$ cat src/rtl/slice_add_sequencer.sv
// slice_add_sequencer: WIDTH-bit add/subtract, one 16-bit CLA slice per cycle, LSB first.
// Revision: 1.0
`default_nettype none

module slice_add_sequencer #(
  parameter int WIDTH = 32
) (
  input  logic             clk,
  input  logic             rst,
  input  logic             in_valid,
  output logic             in_ready,
  input  logic [WIDTH-1:0] op_a,
  input  logic [WIDTH-1:0] op_b,
  input  logic             sub,
  output logic             out_valid,
  input  logic             out_ready,
  output logic [WIDTH-1:0] result,
  output logic             carry_out,
  output logic             overflow
);

  localparam int NSLICE = WIDTH / 16;
  localparam int IDXW   = (NSLICE > 1) ? $clog2(NSLICE) : 1;
  localparam logic [IDXW-1:0] LAST = IDXW'(NSLICE - 1);

  localparam logic [1:0] IDLE = 2'd0;
  localparam logic [1:0] RUN  = 2'd1;
  localparam logic [1:0] DONE = 2'd2;

  logic [1:0]       state;
  logic [IDXW-1:0]  idx;
  logic [IDXW+3:0]  base;
  logic [WIDTH-1:0] a_reg;
  logic [WIDTH-1:0] bx_reg;
  logic             carry_reg;

  logic [15:0] a_s, b_s, s_s;
  logic [15:0] g, p, bc;
  logic [3:0]  gg, gp;
  logic [4:0]  gc;
  logic        c_s;

  assign base      = {idx, 4'b0000};
  assign a_s       = a_reg[base +: 16];
  assign b_s       = bx_reg[base +: 16];
  assign in_ready  = (state == IDLE);
  assign out_valid = (state == DONE);

  // Two-level lookahead: 4-bit groups, group carries resolved from group G/P.
  always_comb begin
    g  = a_s & b_s;
    p  = a_s ^ b_s;
    gg = '0;
    gp = '0;
    gc = '0;
    bc = '0;
    gc[0] = carry_reg;
    for (int k = 0; k < 4; k++) begin
      gg[k] = g[4*k+3]
            | (p[4*k+3] & g[4*k+2])
            | (p[4*k+3] & p[4*k+2] & g[4*k+1])
            | (p[4*k+3] & p[4*k+2] & p[4*k+1] & g[4*k]);
      gp[k] = &p[4*k +: 4];
      gc[k+1] = gg[k] | (gp[k] & gc[k]);
    end
    for (int i = 0; i < 16; i++) begin
      if ((i % 4) == 0) bc[i] = gc[i/4];
      else              bc[i] = g[i-1] | (p[i-1] & bc[i-1]);
    end
    s_s = p ^ bc;
    c_s = gc[4];
  end

  always_ff @(posedge clk or posedge rst) begin
    if (rst) begin
      state     <= IDLE;
      idx       <= '0;
      carry_reg <= 1'b0;
      a_reg     <= '0;
      bx_reg    <= '0;
      result    <= '0;
      carry_out <= 1'b0;
      overflow  <= 1'b0;
    end else begin
      case (state)
        IDLE: begin
          if (in_valid) begin
            a_reg     <= op_a;
            bx_reg    <= sub ? ~op_b : op_b;
            carry_reg <= sub;  // +1 completes the two's complement of B
            idx       <= '0;
            state     <= RUN;
          end
        end
        RUN: begin
          result[base +: 16] <= s_s;
          carry_reg          <= c_s;
          if (idx == LAST) begin
            carry_out <= c_s;
            overflow  <= (a_s[15] == b_s[15]) && (s_s[15] != a_s[15]);
            idx       <= '0;
            state     <= DONE;
          end else begin
            idx <= idx + 1'b1;
          end
        end
        DONE: begin
          if (out_ready) state <= IDLE;
        end
        default: state <= IDLE;
      endcase
    end
  end

endmodule

`default_nettype wire

$ cat config.mk
export PLATFORM = sky130hd
export DESIGN_NAME = slice_add_sequencer
export DESIGN_NICKNAME = d
export VERILOG_FILES = /design/src/rtl/slice_add_sequencer.sv
export SDC_FILE = /design/constraint.sdc
export NUM_CORES = 1
export LEC_CHECK = 0
export CAP_MARGIN = 20
export CORE_UTILIZATION = 40
export DETAILED_ROUTE_END_ITERATION = 10
export GPL_TIMING_DRIVEN = 0
export PLACE_DENSITY = 0.64
export SETUP_SLACK_MARGIN = 0.2
export SKIP_CTS_REPAIR_TIMING = 1
export SLEW_MARGIN = 40
export SYNTH_ARGS = -nofsm -noshare
export SYNTH_HDL_FRONTEND = slang
export SYNTH_SLANG_ARGS = --single-unit
$ cat constraint.sdc
create_clock -name clk -period 4.6 [get_ports clk]
set_clock_uncertainty 0.05 [all_clocks]
set_input_delay 0.92 -clock clk [delete_from_list [all_inputs] [get_ports clk]]
set_output_delay 0.92 -clock clk [all_outputs]
set_load 0.03 [all_outputs]
Word level (Yosys, flattened, before mapping)
Cells that the tools add are included.
{"block": "op_classes", "addsub": 2, "n_eq_ne": 7, "n_shift": 4, "mux": 11, "n_bitwise": 68, "n_reduce_logical": 11}
{"cell": "variable part select 32 x 6 -> 16 bit", "count": 2}
{"cell": "AND 1 bit", "count": 36}
{"cell": "bitwise mux 32 bit", "count": 1}
{"cell": "two-way mux 32 bit", "count": 1}
{"cell": "inverter 32 bit", "count": 1}
{"cell": "variable shift 16 x 7 -> 32 bit (first input constant)", "count": 1}
{"cell": "variable part select 16 x 7 -> 32 bit", "count": 1}
{"cell": "XOR 16 bit", "count": 2}
{"cell": "OR 1 bit", "count": 28}
{"cell": "AND 16 bit", "count": 1}
{"cell": "AND reduction 4 bit", "count": 4}
{"cell": "negation 5 -> 7 bit", "count": 1}
{"cell": "two-way mux 2 bit", "count": 3}
{"cell": "case mux 2 bit (3 select lines)", "count": 1}
{"cell": "AND reduction 2 bit", "count": 3}
{"cell": "!= test 2 bit (second input constant)", "count": 2}
{"cell": "case mux 1 bit (2 select lines)", "count": 2}
{"cell": "two-way mux 1 bit", "count": 3}
{"cell": "AND reduction 3 bit", "count": 1}
{"cell": "== test 2 x 1 -> 1 bit (second input constant)", "count": 1}
{"cell": "== test 2 bit (second input constant)", "count": 1}
{"cell": "zero test 2 bit", "count": 1}
{"cell": "!= test 2 x 1 -> 1 bit (second input constant)", "count": 1}
{"cell": "nonzero test 2 bit", "count": 1}
{"cell": "4 further kinds", "count": 4}
{"block": "totals", "reg_bits": 102, "input_bits": 69, "out_inout_bits": 36, "elab_cells": 111}

Logic depth before layout (Yosys ltp)
{"block": "depth", "depth_word": 20, "ltp_mapped": 15, "mapped_depth_nobuf": 13}

Worst setup path before layout
No wires, ideal clock.
{"block": "synth_path", "path_kind": "register -> register", "from": "reg idx", "to": "reg overflow", "setup_ns": 0.095, "arrival_time_ns": 3.235, "required_ns": 4.455, "setup_slack_ns": 1.220, "path_stages_with_launch": 15, "n_path_buf": 2, "period_less_slack_ns": 3.380, "cell_sequence": "dfrtp_1 -> buf_2 -> buf_2 -> mux2_2 -> ha_1 -> a21oi_1 -> nor2_1 -> o311a_1 -> nor3b_1 -> fa_1 -> fa_1 -> inv_1 -> fa_1 -> xnor2_1 -> o31ai_1"}
{"block": "synth_between", "elab_chain_len": 20, "word_cells_on_any_way": 48, "classes_between": "eq/ne: 2; shift: 2; bitwise: 39; reduce/logical: 5"}
{"element": "start, declared", "line_no": "31", "text": "logic [IDXW-1:0] idx;"}
{"element": "start signal, assigned", "line_no": "104", "text": "idx <= idx + 1'b1;"}
{"element": "variable part select 32 x 6 -> 16 bit, on equally long branches", "line_no": "44, 45"}
{"element": "XOR 16 bit / AND 16 bit (equally long branches)", "line_no": "52, 51"}
{"element": "AND 1 bit, on equally long branches", "line_no": "60, 61, 62"}
{"element": "OR 1 bit (tied with other cells)", "line_no": "60", "text": "| (p[4*k+3] & g[4*k+2])"}
{"element": "OR 1 bit / AND 1 bit (equally long branches)", "line_no": "61, 62"}
{"element": "OR 1 bit", "line_no": "62", "text": "| (p[4*k+3] & p[4*k+2] & p[4*k+1] & g[4*k]);"}
{"element": "OR 1 bit", "line_no": "64", "text": "gc[k+1] = gg[k] | (gp[k] & gc[k]);"}
{"element": "AND 1 bit", "line_no": "64"}
{"element": "[... 4 more ...]"}
{"element": "OR 1 bit", "line_no": "68", "text": "else bc[i] = g[i-1] | (p[i-1] & bc[i-1]);"}
{"element": "AND 1 bit", "line_no": "68"}
{"element": "OR 1 bit", "line_no": "68"}
{"element": "AND 1 bit", "line_no": "68"}
{"element": "OR 1 bit", "line_no": "68"}
{"element": "XOR 16 bit", "line_no": "70", "text": "s_s = p ^ bc;"}
{"element": "!= test 1 bit", "line_no": "100", "text": "overflow <= (a_s[15] == b_s[15]) && (s_s[15] != a_s[15]);"}
{"element": "logical AND 1 bit", "line_no": "100"}
{"element": "end signal, assigned", "line_no": "100"}
{"element": "end, declared", "line_no": "19", "text": "output logic overflow"}
Several ways; a longest one is shown, not always the timed one.
A chain may end at the register's enable or synchronous reset.

Final worst setup path
{"block": "layout_path", "from": "reg idx", "to": "reg result[31]"}
{"block": "layout_between", "elab_chain_len": 20, "word_cells_on_any_way": 66, "classes_between": "add/sub: 1; shift: 4; mux: 1; bitwise: 57; reduce/logical: 3"}
{"element": "variable part select 32 x 6 -> 16 bit, on equally long branches", "line_no": "44, 45"}
{"element": "XOR 16 bit / AND 16 bit (equally long branches)", "line_no": "52, 51"}
{"element": "AND 1 bit, on equally long branches", "line_no": "60, 61, 62"}
{"element": "OR 1 bit (tied with other cells)", "line_no": "60"}
{"element": "OR 1 bit / AND 1 bit (equally long branches)", "line_no": "61, 62"}
{"element": "OR 1 bit", "line_no": "62"}
{"element": "OR 1 bit", "line_no": "64"}
{"element": "AND 1 bit", "line_no": "64"}
{"element": "[... 4 more ...]"}
{"element": "OR 1 bit", "line_no": "68"}
{"element": "AND 1 bit", "line_no": "68"}
{"element": "OR 1 bit", "line_no": "68"}
{"element": "AND 1 bit", "line_no": "68"}
{"element": "OR 1 bit", "line_no": "68"}
{"element": "XOR 16 bit", "line_no": "70"}
{"element": "variable part select 16 x 7 -> 32 bit", "line_no": "96", "text": "result[base +: 16] <= s_s;"}
{"element": "bitwise mux 32 bit *", "line_no": "96"}
{"element": "end signal, assigned by index", "line_no": "96"}
{"element": "end, declared", "line_no": "17", "text": "output logic [WIDTH-1:0] result,"}
Every way passes the cells marked *; elsewhere a longest branch is shown, timed or not.

==> metrics.txt <==
Logic pwr share 58.5%; Setup CP Type flip-flop to flip-flop; I/O Buffers 103; H-Tree Depth 3; chip width 117 um; DRT iter0 DRCs 205; dpl cell area 6570 um^2; Max Root-Sink Buffers 2; gr usage total 19.9%; num ports 105; number of global-route vias before repair 3908; chip height 117 um; first drt pass iteration count 4; Std-Cell Rows 41; CP bufs+invs 3; ranking of synthesized cells by area dfrtp_1 48%, mux2_4 8.8%, xnor2_1 5.6%; Hold Crit Class flip-flop to flip-flop; post-route setup slack 0.580 ns; critical path's slowest cell mux2_2; total negative slack 0 ns; Netlist cell types 35; Psw 2.47 mW; CP Depth 14; R2R depth 14; sequential element share of the synthesized area 48.3%; Final Setup Violations 0; clock latency on the worst-skew pair 0.35 ns; first-pass GRT wire length 20.1 mm; Area growth, synth to finish 30.3%; LEAKAGE 3.06 nW; Worst-path clk slew 0.07 ns; Final min period 4.02 ns; GPL Wtd Cong 0.830; Post-Place Setup Slack 0.617 ns; share of total power in sequential cells 27.4%; Worst path most repeated cell fa_1; max frequency 249 MHz; Arrival @ worst endpoint 4.19 ns; Worst Hold Depth 2; HPWL after DPL 9.39 mm; Post-Syn Nets 565; Routed Antenna Nets 0; DRC violation count after routing 0; Reg area 2550 um^2; power share of the clock group 14.1%; CTS root buf clkbuf_16; final wirelength 12.2 mm; Total Power 5.86 mW; Final Cycle Share 87.4%; Worst Tran Pin Value 0.431 ns; CTS tree yes; Post-Syn Instances 468; fraction of registers with async set/reset 100%; Sw Share 42.1%; Worst Setup Start Kind flip-flop; Core Area 12800 um^2; crit path cell chain buf_2, buf_2, mux2_2, ha_1, a21oi_1, nor2_1, o311a_1, nor3b_1, fa_1, fa_1, inv_1, fa_1, xnor2_1, o21ai_0; per-cell routed wire length 16.1 um; mapped cell area 5290 um^2; flop and latch count out of synthesis 102; internal power 3.39 mW; cell taking the most area after synthesis dfrtp_1; max incr delay on CP 0.41 ns; unrepaired setup endpoints after global routing false; Post-Route Utilization 53.9%; Ys Warns 0; worst vdd ir 0.000298 V; max_cap viols 0; power density cells 850 nW/um^2; fin area 6890 um^2; Post-synth top flop dfrtp_1; layout cells sized above 1 15.2%; Worst EP required 4.77 ns; Post-synth EDFFs 0; CP Capture Type flip-flop; initial antenna violation count 0; Slew headroom 70.4%; nets 680; Vias/cell 4.82; status completed; Sink Count 102; syn avg cell area 11.3 um^2; Die ar. 13700 um^2; Final Max Tran Viols 0; post-synth top area share 48.3%; initial core utilization 41.4%; largest net degree at the start of global routing 64; CTS buffer count 9; grt ovf 0; Multi-input gate area 2460 um^2; delay-heaviest family, CP adder cells; CP Max Fanout 10; Final Hold Fails 0; Vias 3662; ant diodes 0; number of fill cells 1143
per-stage QoR:
step / hold slack, ns / cells
5_1_grt: 0.451 / 759
4_1_cts: 0.435 / 759
2_1_floorplan: 0.425 / 468
3_5_place_dp: 0.420 / 744
6_report: 0.427 / 759
3_3_place_gp: 0.412 / 743
worst reg2reg max path: cells and delay by family (launching register included):
family,cells,cell delay (ns)
AND/OR/NAND/NOR,2,0.39
flip-flops,1,0.32
XOR/XNOR,1,0.23
buffers and inverters,3,0.62
adder cells (fa/ha/maj),4,1.15
multiplexers,1,0.41
AO/OA/AOI/OAI,3,0.72
cells in the final DEF (no fill, tap or decap), types with 3 or more instances in the layout:
cell,synthesis,layout
clkdlybuf4s50_1,0,103
dfrtp_1,102,102
nand2_1,49,49
a21oi_1,39,39
nor2_1,38,38
xnor2_1,34,34
mux2_4,31,31
o21ai_0,28,28
inv_1,26,25
mux2i_1,20,20
buf_2,17,17
ha_1,16,16
mux2_2,13,13
fa_1,12,12
clkbuf_16,0,9
buf_6,8,8
nand3_1,5,5
o21ai_1,4,4
xor2_1,3,3
nand2b_1,3,3
cell families (layout without fill, tap and decap cells):
logic type / after synthesis / in the layout / share of synthesized area, %
mux: 64 / 64 / 15.4
fa+ha+maj: 28 / 28 / 8.33
buf+inv: 51 / 170 / 5.16
simple gates: 109 / 109 / 8.88
compound gates: 77 / 77 / 7.86
flops: 102 / 102 / 48.3
xor+xnor: 37 / 37 / 6.13
power groups by stage:
stage          sequential, mW  clock (mW)  combinational, mW
5_1_grt                  1.67       0.872               3.81
3_3_place_gp             1.60           0               3.33
2_1_floorplan            1.83           0               2.13
4_1_cts                  1.61       0.833               3.44
6_report                 1.61       0.824               3.42
3_5_place_dp             1.62           0               3.43
final timing paths:
kind / start / to / slack (ns)
max: idx / result[31] / 0.58
min: result[19] / result[19] / 0.43
max reg2reg: idx / result[31] / 0.58
min reg2reg: result[19] / result[19] / 0.43
max in group asynchronous: rst / a_reg[16] / 3.01
min in group asynchronous: rst / result[5] / 0.90
area by class of cell:
class | instances | area share, %
clock buffers | 10 | 3.47
clock inverters | 5 | 1.20
multi-input cells | 315 | 35.7
plain buffers | 25 | 2.54
repair buffers | 104 | 15.4
flip-flops and latches | 102 | 37.1
inverters | 26 | 1.53
well taps | 172 | 3.12
synthesized netlist by cell type, drive strengths merged, types with 5 or more instances:
master  number
o21ai       32
xnor2       34
a21oi       39
nand3        5
nor2        38
inv         26
dfrtp      102
mux2        44
fa          12
ha          16
buf         25
nand2       49
mux2i       20
routing by layer:
layer	track usage, %	up-vias	part of all wire (%)
met3	2.27	16	3.3
met2	33.1	99	47
met5	0	-	0
li1	-	1785	-
met4	8.02	0	2.3
met1	26.6	1762	47
No activity file was read; power rests on OpenSTA's default activity.
